**src/rtl/if_id_skid_stage.sv**
```systemverilog
// IF->ID pipeline register built as a two-entry skid buffer: main entry drives decode, skid absorbs one beat of stall.
// Latency 1 cycle; up_ready is a function of registered occupancy plus hold/flush only, never of dn_ready.
module if_id_skid_stage #(
  parameter int unsigned        ADDR_W   = 32,
  parameter int unsigned        INST_W   = 32,
  parameter logic [INST_W-1:0]  NOP_INST = 32'h0000_0013,
  parameter logic [ADDR_W-1:0]  RESET_PC = '0
) (
  input  logic              clk,
  input  logic              rst,
  input  logic              up_valid,
  output logic              up_ready,
  input  logic [ADDR_W-1:0] up_pc,
  input  logic [INST_W-1:0] up_inst,
  output logic              dn_valid,
  input  logic              dn_ready,
  output logic [ADDR_W-1:0] dn_pc,
  output logic [INST_W-1:0] dn_inst,
  input  logic              flush,
  input  logic              hold,
  output logic [1:0]        count
);

  typedef enum logic [1:0] {
    S_EMPTY = 2'd0,
    S_ONE   = 2'd1,
    S_FULL  = 2'd2
  } state_e;

  state_e            state_q, state_d;
  logic [ADDR_W-1:0] main_pc_q, main_pc_d;
  logic [INST_W-1:0] main_inst_q, main_inst_d;
  logic [ADDR_W-1:0] skid_pc_q, skid_pc_d;
  logic [INST_W-1:0] skid_inst_q, skid_inst_d;

  logic stage_live;
  logic acc;
  logic pop;

  // Both handshake signals are gated by the control inputs so hold/flush cycles can never transfer.
  assign stage_live = ~rst & ~flush & ~hold;
  assign up_ready   = stage_live & (state_q != S_FULL);
  assign dn_valid   = stage_live & (state_q != S_EMPTY);

  assign acc = up_valid & up_ready;
  assign pop = dn_valid & dn_ready;

  assign dn_pc   = main_pc_q;
  assign dn_inst = main_inst_q;
  assign count   = state_q;

  always_comb begin
    state_d     = state_q;
    main_pc_d   = main_pc_q;
    main_inst_d = main_inst_q;
    skid_pc_d   = skid_pc_q;
    skid_inst_d = skid_inst_q;

    if (flush) begin
      state_d     = S_EMPTY;
      main_pc_d   = RESET_PC;
      main_inst_d = NOP_INST;
      skid_pc_d   = RESET_PC;
      skid_inst_d = NOP_INST;
    end else begin
      unique case (state_q)
        S_EMPTY: begin
          if (acc) begin
            state_d     = S_ONE;
            main_pc_d   = up_pc;
            main_inst_d = up_inst;
          end
        end
        S_ONE: begin
          unique case ({acc, pop})
            2'b11: begin
              main_pc_d   = up_pc;
              main_inst_d = up_inst;
            end
            2'b10: begin
              state_d     = S_FULL;
              skid_pc_d   = up_pc;
              skid_inst_d = up_inst;
            end
            2'b01: begin
              // Drained: decode sees a NOP rather than a stale instruction.
              state_d     = S_EMPTY;
              main_pc_d   = RESET_PC;
              main_inst_d = NOP_INST;
            end
            default: ;
          endcase
        end
        S_FULL: begin
          if (pop) begin
            state_d     = S_ONE;
            main_pc_d   = skid_pc_q;
            main_inst_d = skid_inst_q;
          end
        end
        default: begin
          state_d     = S_EMPTY;
          main_pc_d   = RESET_PC;
          main_inst_d = NOP_INST;
        end
      endcase
    end
  end

  always_ff @(posedge clk) begin
    if (rst) begin
      state_q     <= S_EMPTY;
      main_pc_q   <= RESET_PC;
      main_inst_q <= NOP_INST;
      skid_pc_q   <= RESET_PC;
      skid_inst_q <= NOP_INST;
    end else begin
      state_q     <= state_d;
      main_pc_q   <= main_pc_d;
      main_inst_q <= main_inst_d;
      skid_pc_q   <= skid_pc_d;
      skid_inst_q <= skid_inst_d;
    end
  end

  // Occupancy 3 is unreachable, and an empty stage always presents the NOP pair.
  a_no_count3: assert property (@(posedge clk) disable iff (rst) state_q != 2'd3);
  a_empty_nop: assert property (@(posedge clk) disable iff (rst)
    (state_q == S_EMPTY) |-> (main_inst_q == NOP_INST && main_pc_q == RESET_PC));

endmodule

```
**config.mk**
```make
export PLATFORM = sky130hd
export DESIGN_NAME = if_id_skid_stage
export DESIGN_NICKNAME = d
export VERILOG_FILES = /design/src/rtl/if_id_skid_stage.sv
export SDC_FILE = /design/constraint.sdc
export NUM_CORES = 1
export LEC_CHECK = 0
export BUFFER_PORTS_ARGS = -buffer_cell sky130_fd_sc_hd__buf_2
export CAP_MARGIN = 25
export CORE_MARGIN = 2
export CORE_UTILIZATION = 58
export CTS_BUF_LIST = sky130_fd_sc_hd__clkbuf_4
export DETAILED_ROUTE_END_ITERATION = 12
export PLACE_DENSITY = 0.87
export SLEW_MARGIN = 15
export SYNTH_ARGS = -nofsm -noshare
export SYNTH_HDL_FRONTEND = slang
export SYNTH_SLANG_ARGS = --single-unit
```
**constraint.sdc**
```tcl
create_clock -name clk -period 2.2 [get_ports clk]
set_input_delay 0.33 -clock clk [delete_from_list [all_inputs] [get_ports clk]]
set_output_delay 0.33 -clock clk [all_outputs]
set_load 0.02 [all_outputs]
```
# Yosys cells after proc, flatten, opt, wreduce, memory -nomap -nowiden
# Cells that the tools add are included.
# totals
register_bits	130
latch_bits	0
ramBits	0
mem_bits_ro	0
inputBits	70
word_cells	42
mem_count	0
# op_classes
add_sub_neg	0
multipliers	0
n_div	0
n_lt_le_gt_ge	0
eq_ne	10
shifts	0
mux	12
bitwise	9
reduce_logical	6
# op_table
op	count
case mux 32 bit (3 select lines)	2
2-to-1 mux 32 bit	4
case mux 32 bit (2 select lines)	2
bitwise AND 1 bit	6
== test 2 bit (second input constant)	3
!= test 2 bit (second input constant)	3
case mux 2 bit (3 select lines)	1
AND reduction 3 bit	2
== test 2 x 1 -> 1 bit (second input constant)	2
2-to-1 mux 2 bit	2
case mux 2 bit (2 select lines)	1
!= test 3 x 1 -> 1 bit (second input constant)	1
!= test 3 x 2 -> 1 bit (second input constant)	1
NOT 1 bit	3
logical NOT 2 bit	1
AND reduction 2 bit	1
nonzero test 2 bit	1
OR reduction 2 bit	1

# Depth between registers and ports, before layout
# Gate-level depths: netlist of run 1.
# logic_depth
word_depth	8
ltp_mapped	7

# Worst setup path before layout of run 1
# Ideal clock, no wire load.
# synth_timing
path_type	reg2out
from	register state_q[0], in the netlist count[0]
to	output up_ready
t_arrival_ns	1.315
required_ns	1.870
path_slack_ns	0.555
path_stages_with_launch	4
n_path_buf	1
path_cell_list	dfxtp_1 > clkbuf_1 > nor2b_1 > nor3_1
# synth_via
elab_chain_cells	2
# synth_lines
item	line	rtl
start, declared	30	state_e state_q, state_d;
start signal, assigned	118	state_q <= state_d;
!= test 2 bit	42	assign up_ready = stage_live & (state_q != S_FULL);
bitwise AND 1 bit	42	
end, declared	12	output logic up_ready,
# Every way passes these cells.

# Worst setup path in the final report of run 1
# layout_timing
from	register state_q[1], in the netlist count[1]
to	output up_ready
# The elaborated chain is that of the path after synthesis.

==> qor.txt, run 1 <==
Initial antenna violation count = 0
Synth area leader = dfxtp_1
Vias in the first global route = 4189
Crit-path cells = buf_16, nor2b_1, nor3_1, buf_2
Synth top cells by count = 130 x dfxtp_1, 130 x nand2_1, 63 x a21oi_1
R2R Setup Slk = 230 ps
CP Class = reg2out
Largest net degree at the start of global routing = 65
Worst path buffer plus inverter count = 2
Layout cell share with drive strength beyond 1 = 27.9%
Setup Total Neg Slack = 0 ps
CTS Buf Count = 17
Slew Limit Fails = 0
Chip height = 97.3 um
Syn Std Cell Area = 0.00505 mm^2
Fin nets = 716
CP required = 1870 ps
Clock sinks = 130
CP max stage cell = dfxtp_4
Fill cells = 663
Yosys reg bits = 130
Netlist cell types = 28
Slew @ Worst Pin = 734 ps
Drt pass-1 iters = 5
ANT cells = 0
Max_slew headroom = 51.1%
Synth top area share = 51.5%
Final GP Congestion = 0.875
Row cnt = 34
H-Tree Depth = 4
Dpl hpwl = 7560 um
Final core occ = 70.3%
Pwr Total = 4.32 mW
Static Leak = 2.29 nW
Register Area = 0.00261 mm^2
CTS tree = done
Status = finished, final reports clean
Worst clock skew = 12.9 ps
Iter 0 DRT Violations = 220
Yosys warnings = 0
Asr flop ratio synth = 0%
Register clock-pin slew on the reported worst setup and hold paths = 120 ps
Max incr delay on CP = 460 ps
Syn Area/Cell = 9.62 um^2
Layout area overhead = 19.6%
Vias = 4343
Startpoint type of the worst setup path = flip-flop
Initial Util = 58.8%
Die X = 97.3 um
Unrepaired setup endpoints after global routing = no
Area occupied by multi-input gates = 0.00218 mm^2
Max-cap violation count = 0
Inst Count DP = 734
Wirelength per Cell = 15.9 um
Post-synth EDFFs = 0
Post-route DRC = 0
Routed Antenna Nets = 0
Main flop type after synthesis = dfxtp_1
Synth top area cells = dfxtp_1 52%, mux2i_1 12%, o2bb2ai_1 11%, nand2_1 9.7%, a21oi_1 6.2%
Power per cell area = 716 mW/mm^2
Family with the most delay on the worst path = flip-flops
Core ar. = 0.00859 mm^2
Port Buf Inserts = 137
Max VDD drop = 0.454 mV
Fmax achieved = 494 MHz
Non-filler instance count after layout = 767
Total gr overflow = 0
Proportion of synthesized chip area in sequential cells = 51.5%
Syn_nets = 595
Syn Inst Count = 525
Via density = 5.66
CP endpoint kind = primary output
Clk Latency, worst-skew pair = 500 ps
Max clock buf depth = 2
Worst path arrival time = 1690 ps
I/O pin count = 138
DIE AREA = 0.00947 mm^2
Final-report hold violation count = 0
Hold Crit Class = in2reg
Max Fanout on Critical Path = 31
All-Layer GR Usage = 24.9%
Final min period = 2020 ps
Endpoints failing setup = 0
Fin crit share = 91.9%
First-pass GRT wire length = 19200 um
CTS root buf = clkbuf_4
Post-Route WL = 12200 um
## cells by family after synthesis
| logic type | Yosys count | synth area share (%) |
|---|---|---|
| and+or+nand+nor | 147 | 11.9 |
| buffers and inverters | 48 | 5.38 |
| AOI/OAI and AO/OA | 137 | 18.7 |
| muxes | 62 | 12.3 |
| xor gates and xnor gates | 1 | 0.173 |
| DFF | 130 | 51.5 |
## worst register-to-register path: stages (launching register included)
cell and delay [ps]:
dfxtp_1 530, inv_1 70, a22oi_1 170, o211a_2 670, buf_12 300, o2bb2ai_1 160
## per-stage QoR
stage | hold slack, ps | instance area (um^2) | setup slack, ps
CTS | 31.1 | 6010 | 12.4
global route | 12.0 | 6040 | 34.0
global placement | 440 | 5720 | 254
floorplan | 436 | 5050 | 555
finish | 59.3 | 6040 | 177
detailed placement | 442 | 5720 | 202
## power by group
| part | internal (mW) | switching (mW) | total [mW] |
|---|---|---|---|
| combinational | 0.121 | 0.189 | 0.309 |
| sequential | 2.39 | 0.0212 | 2.41 |
| clock | 0.704 | 0.903 | 1.61 |
## path summary, 6_finish.rpt
path,startpoint,to,cells after the start
hold reg to reg,skid_pc_q[26],skid_pc_q[26],2
hold / removal,up_pc[8],skid_pc_q[8],3
setup / recovery,count[1],up_ready,4
setup reg to reg,count[0],dn_inst[5],5
## registers in the layout (all words and copies together), names as in the netlist
| name | count |
|---|---|
| count | 2 |
| dn_inst | 32 |
| dn_pc | 32 |
| skid_inst_q | 32 |
| skid_pc_q | 32 |
## final cells by class
class,count,area share [%]
tap,108,2.24
timing repair buffer,145,13.4
clock inverter,14,2.57
inverter,5,0.311
sequential,130,43.2
clock buffer,18,2.24
multi-input combinational,347,36.1
## routing by layer
| layer | up-vias | track usage (%) | wire, um | part of all wire, % |
|---|---|---|---|---|
| li1 | 2090 | - | - | - |
| met1 | 2057 | 31.0 | 5090 | 42 |
| met2 | 181 | 41.6 | 5970 | 49 |
| met3 | 15 | 7.34 | 1000 | 8.2 |
| met4 | 0 | 8.33 | 146 | 1.2 |
| met5 | - | 0 | 0 | 0 |
## layout by cell type (no fill, tap or decap)
master      count
clkinv_4        4
a22oi_1         4
nor2b_1         3
nand3_1         4
buf_12          2
nor4bb_1        1
clkinvlp_4      2
nand4b_1        1
o2bb2ai_1      62
o22ai_1         3
nor3_1          1
o21ai_0         1
a21oi_1        63
nand2_1       129
nand2_2         1
o21a_1          1
clkinv_2        2
and4b_2         1
o211a_2         1
nor2b_2         1
clkbuf_16       1
xnor2_1         1
clkbuf_4       18
nor3_4          1
o31a_1          1
buf_16          1
or2_2           1
inv_6           4
mux2i_1        62
dfxtp_1       129
inv_1           5
buf_2         137
o21ai_1         1
dfxtp_4         1
bufinv_16       2
nor2_1          3
buf_4           4
## timing repair
action                     in CTS  in global routing
buffers inserted                0                  0
gates resized for setup         1                  0
hold buffers                    0                  0
gates cloned                    0                  1
setup endpoints to repair       1                  1
Power figures use the tool's default switching activity.
==> run 2: changes to the inputs <==
RECOVER_POWER = 25   (was not set)
==> run 2 against run 1 <==
Against the previous run: critical path depth is the same; count of clock-buffer cells in the layout stayed put; via count shrank 0.46%; utilization is 0.68 points lower; hold slack better by 3.0 ps; critical endpoint unchanged.
==> qor.txt, run 2 (synthesis results as in run 1) <==
Status = finished, final reports clean (unchanged)
R2r worst-path depth = 5 (unchanged)
Layout cell share with drive strength beyond 1 = 20.8% (was 27.9%)
Total gr overflow = 0 (unchanged)
H-Tree Depth = 4 (unchanged)
Max Fanout on Critical Path = 31 (unchanged)
Core ar. = 0.00859 mm^2 (unchanged)
Die X = 97.3 um (unchanged)
CP startpoint = count[1] (unchanged)
Max incr delay on CP = 460 ps (about the same)
Wirelength per Cell = 15.8 um (was 15.9 um)
Crit. path cell count = 4 (unchanged)
Static Leak = 2.09 nW (was 2.29 nW)
Non-filler instance count after layout = 767 (unchanged)
CP endpoint kind = primary output (unchanged)
Clk Latency, worst-skew pair = 500 ps (about the same)
Final GP Congestion = 0.875 (unchanged)
Worst clock skew = 14.4 ps (was 12.9 ps)
Row cnt = 34 (unchanged)
Dpl hpwl = 7560 um (unchanged)
WHS = 62.3 ps (was 59.3 ps)
Post-Route WL = 12100 um (was 12200 um)
Slew @ Worst Pin = 722 ps (was 734 ps)
R2R Path Start = count[0] (unchanged)
DIE AREA = 0.00947 mm^2 (unchanged)
Via density = 5.64 (was 5.66)
CTS Buf Count = 17 (unchanged)
Initial Util = 58.8% (unchanged)
RR Endpoint = dn_inst[5] (unchanged)
Post-route DRC = 0 (unchanged)
Fmax achieved = 495 MHz (was 494 MHz)
I/O pin count = 138 (unchanged)
ANT cells = 0 (unchanged)
Final-report hold violation count = 0 (unchanged)
Register clock-pin slew on the reported worst setup and hold paths = 120 ps (about the same)
Fin nets = 716 (unchanged)
Worst path buffer plus inverter count = 2 (unchanged)
CTS root buf = clkbuf_4 (unchanged)
Iter 0 DRT Violations = 253 (was 220)
Fill cells = 693 (was 663)
CP Class = reg2out (unchanged)
Final min period = 2020 ps (about the same)
Post-cts hold buffer count = 0 (unchanged)
Fin crit share = 91.9% (about the same)
Inst Count DP = 734 (unchanged)
Final setup margin = 179 ps (was 177 ps)
CP max stage cell = dfxtp_4 (unchanged)
Routed Antenna Nets = 0 (unchanged)
CTS tree = done (unchanged)
First-pass GRT wire length = 19200 um (unchanged)
Post-place setup slack = 202 ps (unchanged)
Hold Crit Class = in2reg (unchanged)
Most frequent cells in the layout = 129 x nand2_1, 129 x dfxtp_1, 90 x buf_2, 63 x a21oi_1 (was 137 x buf_2, 129 x nand2_1, 129 x dfxtp_1, 63 x a21oi_1)
Clock sinks = 130 (unchanged)
Layout area overhead = 18.4% (was 19.6%)
Chip height = 97.3 um (unchanged)
Endpoints failing setup = 0 (unchanged)
R2R Setup Slk = 240 ps (was 230 ps)
Unrepaired setup endpoints after global routing = no (unchanged)
CP required = 1870 ps (about the same)
Largest net degree at the start of global routing = 65 (unchanged)
Max VDD drop = 0.454 mV (about the same)
CP endpoint = up_ready (unchanged)
Crit-path cells = buf_16, nor2b_1, nor3_1, buf_2 (unchanged)
Family with the most delay on the worst path = flip-flops (unchanged)
Port Buf Inserts = 137 (unchanged)
Power per cell area = 722 mW/mm^2 (was 716 mW/mm^2)
Setup Total Neg Slack = 0 ps (unchanged)
Max_slew headroom = 51.9% (was 51.1%)
Startpoint type of the worst setup path = flip-flop (unchanged)
Worst path arrival time = 1690 ps (about the same)
Max-cap violation count = 0 (unchanged)
Area occupied by multi-input gates = 0.00218 mm^2 (unchanged)
Register Area = 0.00261 mm^2 (unchanged)
Slew Limit Fails = 0 (unchanged)
All-Layer GR Usage = 24.9% (unchanged)
Vias = 4323 (was 4343)
Initial antenna violation count = 0 (unchanged)
Max clock buf depth = 2 (unchanged)
Vias in the first global route = 4189 (unchanged)
Drt pass-1 iters = 5 (unchanged)
run 2: changes by cell type in the layout (fill, tap and decap cells not counted):
cell / delta
buf_2: -47
clkbuf_1: +47
run 2: cell type report:
type / count / area share [%]
multi-input combinational: 347 / 36.5
inverter: 5 / 0.314
clock buffer: 18 / 2.26
timing repair buffer: 145 / 12.5
clock inverter: 14 / 2.59
sequential: 130 / 43.6
tap: 108 / 2.26
run 2: report_power, final:
group	switching [mW]	internal, mW	leakage [nW]
Sequential	0.0219	2.39	1.05
Clock	0.906	0.704	0.154
Combinational	0.188	0.114	0.888
Total	1.12	3.20	2.09
run 2: per-layer routing:
layer	global-route usage [%]	up-vias	wire [um]
met5	0	-	0
met4	8.33	0	140
met3	7.34	15	1020
met2	41.6	183	5870
met1	31.0	2037	5120
li1	-	2088	-
run 2: repair_timing:
action,CTS,global route
resized for setup,1,0
pin swaps,0,0
buffers inserted,0,0
endpoints found under the setup margin,1,1
gates cloned,0,1
run 2: how the worst min path moves through the flow:
| stage | startpoint | endpoint | slack (ps) | cells after the start |
|---|---|---|---|---|
| after floorplan | skid_inst_q[10] | skid_inst_q[10] | 440 | 2 |
| final | up_pc[8] | skid_pc_q[8] | 60 | 3 |
| after global placement | dn_pc[22] | dn_pc[22] | 440 | 1 |
| after detailed placement | dn_pc[15] | dn_pc[15] | 440 | 1 |
| after CTS | up_inst[1] | skid_inst_q[1] | 30 | 3 |
| after global routing | up_pc[27] | skid_pc_q[27] | 10 | 3 |
run 2: worst min-delay path: stages:
cell and delay [ps]:
buf_2 100, nand2_1 50, a21oi_1 50
run 2: metrics by stage:
step	cell area [um^2]	total power, mW	util (%)
detailed placement	5720	2.77	66.5
floorplan	5050	2.62	-
finish	5980	4.32	69.6
CTS	6010	4.35	70.0
global route	5980	4.49	69.6
global placement	5720	2.76	66.5
==> run 3: changes to the inputs <==
CELL_PAD_IN_SITES_DETAIL_PLACEMENT = 0   (was not set)
CELL_PAD_IN_SITES_GLOBAL_PLACEMENT = 1   (was not set)
CORE_MARGIN = not set   (was 2)
CORE_UTILIZATION = 43   (was 58)
PLACE_DENSITY = 0.86   (was 0.87)
==> run 3 against run 2 <==
Against the previous run: via count down 2.1%; sequential share of layout area barely moved; design area about the same; highest routed layer is now met5; first-iteration DRC count decreased by 38%; worst setup slack better by 61 ps; non-clock buffer count grew 5; largest power group unchanged; clock skew grew 4.3 ps; sequential power about the same; critical path depth fell by 1.
==> qor.txt, run 3 (synthesis results as in run 1) <==
Wirelength per Cell = 14.8 um (was 15.8 um)
Unrepaired setup endpoints after global routing = no (unchanged)
Largest net degree at the start of global routing = 65 (unchanged)
Total gr overflow = 0 (unchanged)
Clk Latency, worst-skew pair = 520 ps (was 500 ps)
CP Class = reg2out (unchanged)
Max_slew headroom = 54.2% (was 51.9%)
Dpl hpwl = 7750 um (was 7560 um)
First-pass GRT wire length = 18700 um (was 19200 um)
Max-cap violation count = 0 (unchanged)
Core ar. = 0.0114 mm^2 (was 0.00859 mm^2)
Vias = 4231 (was 4323)
Initial Util = 44.2% (was 58.8%)
Max clock buf depth = 2 (unchanged)
Via density = 5.24 (was 5.64)
Fin crit share = 89.1% (was 91.9%)
Row cnt = 39 (was 34)
Layout area overhead = 18.5% (was 18.4%)
Fill cells = 1111 (was 693)
CP required = 1870 ps (about the same)
Static Leak = 2.10 nW (was 2.09 nW)
Startpoint type of the worst setup path = flip-flop (unchanged)
Port Buf Inserts = 137 (unchanged)
Endpoints failing setup = 0 (unchanged)
Hold Crit Class = in2reg (unchanged)
Post-route DRC = 0 (unchanged)
DIE AREA = 0.0122 mm^2 (was 0.00947 mm^2)
Fin nets = 721 (was 716)
Setup Total Neg Slack = 0 ps (unchanged)
Worst clock skew = 18.8 ps (was 14.4 ps)
Chip height = 110 um (was 97.3 um)
Max Fanout on Critical Path = 29 (was 31)
Layout cell share with drive strength beyond 1 = 20.6% (was 20.8%)
Post-CTS Repair Setup Buffers = 0 (unchanged)
Slew @ Worst Pin = 687 ps (was 722 ps)
Iter 0 DRT Violations = 158 (was 253)
Worst path arrival time = 1630 ps (was 1690 ps)
Vias in the first global route = 4009 (was 4189)
Status = finished, final reports clean (unchanged)
CTS tree = done (unchanged)
Initial antenna violation count = 2 (was 0)
Area after DPL = 0.00578 mm^2 (was 0.00572 mm^2)
CP endpoint kind = primary output (unchanged)
CTS Buf Count = 17 (unchanged)
Clock sinks = 130 (unchanged)
H-Tree Depth = 4 (unchanged)
Register clock-pin slew on the reported worst setup and hold paths = 120 ps (about the same)
Final core occ = 52.4% (was 69.6%)
Most frequent cells in the layout = 129 x nand2_1, 129 x dfxtp_1, 90 x buf_2, 63 x a21oi_1 (unchanged)
CTS root buf = clkbuf_4 (unchanged)
Die X = 110 um (was 97.3 um)
All-Layer GR Usage = 20.1% (was 24.9%)
Max VDD drop = 0.316 mV (was 0.454 mV)
Routed Antenna Nets = 0 (unchanged)
Fmax achieved = 510 MHz (was 495 MHz)
Final min period = 1960 ps (was 2020 ps)
Post-Route WL = 12000 um (was 12100 um)
Power per cell area = 691 mW/mm^2 (was 722 mW/mm^2)
Final instance area = 0.00598 mm^2 (about the same)
Drt pass-1 iters = 4 (was 5)
I/O pin count = 138 (unchanged)
WHS = 43.1 ps (was 62.3 ps)
Final GP Congestion = 0.757 (was 0.875)
Final-report hold violation count = 0 (unchanged)
Slew Limit Fails = 0 (unchanged)
## run 3: cell types whose count changed in the layout (fill, tap and decap cells not counted), moves of 2 or more
| cell | previous run | this run |
|---|---|---|
| buf_4 | 4 | 8 |
| clkinv_2 | 2 | 6 |
| inv_6 | 4 | 0 |
| clkbuf_4 | 18 | 20 |
| clkinv_1 | 0 | 2 |
| clkinv_4 | 4 | 2 |
| dlygate4sd3_1 | 0 | 2 |
## run 3: metrics by stage
step,power (mW),std cells,worst slack [ps]
floorplan,2.62,525,555
global placement,2.77,773,534
detailed placement,2.77,773,448
CTS,4.20,807,38.6
global route,4.32,808,99.0
finish,4.14,808,240
## run 3: cell type report
type | instances | area, um^2 | share of cell area, %
diodes | 1 | 2.50 | 0.0418
clock buffers | 20 | 150 | 2.51
clock inverters | 12 | 92.6 | 1.55
inverters | 5 | 18.8 | 0.314
multi-input cells | 347 | 2180 | 36.4
flip-flops and latches | 130 | 2610 | 43.6
well taps | 143 | 179 | 2.99
repair buffers | 150 | 758 | 12.7
## run 3: worst paths after layout
check / slack [ps] / cells after the start / endpoint / start
max: 240 / 3 / dn_valid / count[1]
min: 40 / 3 / skid_inst_q[21] / up_inst[21]
max reg2reg: 480 / 5 / skid_pc_q[12] / count[1]
min reg2reg: 460 / 2 / skid_pc_q[2] / skid_pc_q[2]
## run 3: worst max-delay path: stages (launching register included)
cell	delay, ps
dfxtp_4	420
buf_6	340
o21a_1	190
buf_2	170
## run 3: power by group
part	total, mW	internal, mW	switching [mW]
Sequential	2.40	2.38	0.0204
Combinational	0.308	0.118	0.190
Clock	1.42	0.581	0.842
Total	4.14	3.08	1.05
## run 3: repair_timing
item | 4_1_cts | 5_1_grt
endpoints found under the setup margin | 0 | 1
hold endpoints to repair | 2 | 0
hold buffers | 2 | 0
gates resized for setup | 0 | 1
## run 3: layer usage
layer  part of all wire (%)  vias up  GRT usage (%)
met2                     46      128           32.6
li1                       -     2097              -
met5                   0.11        -              0
met4                   0.71        2           5.64
met1                     46     1994           24.9
met3                    7.1       10           7.35
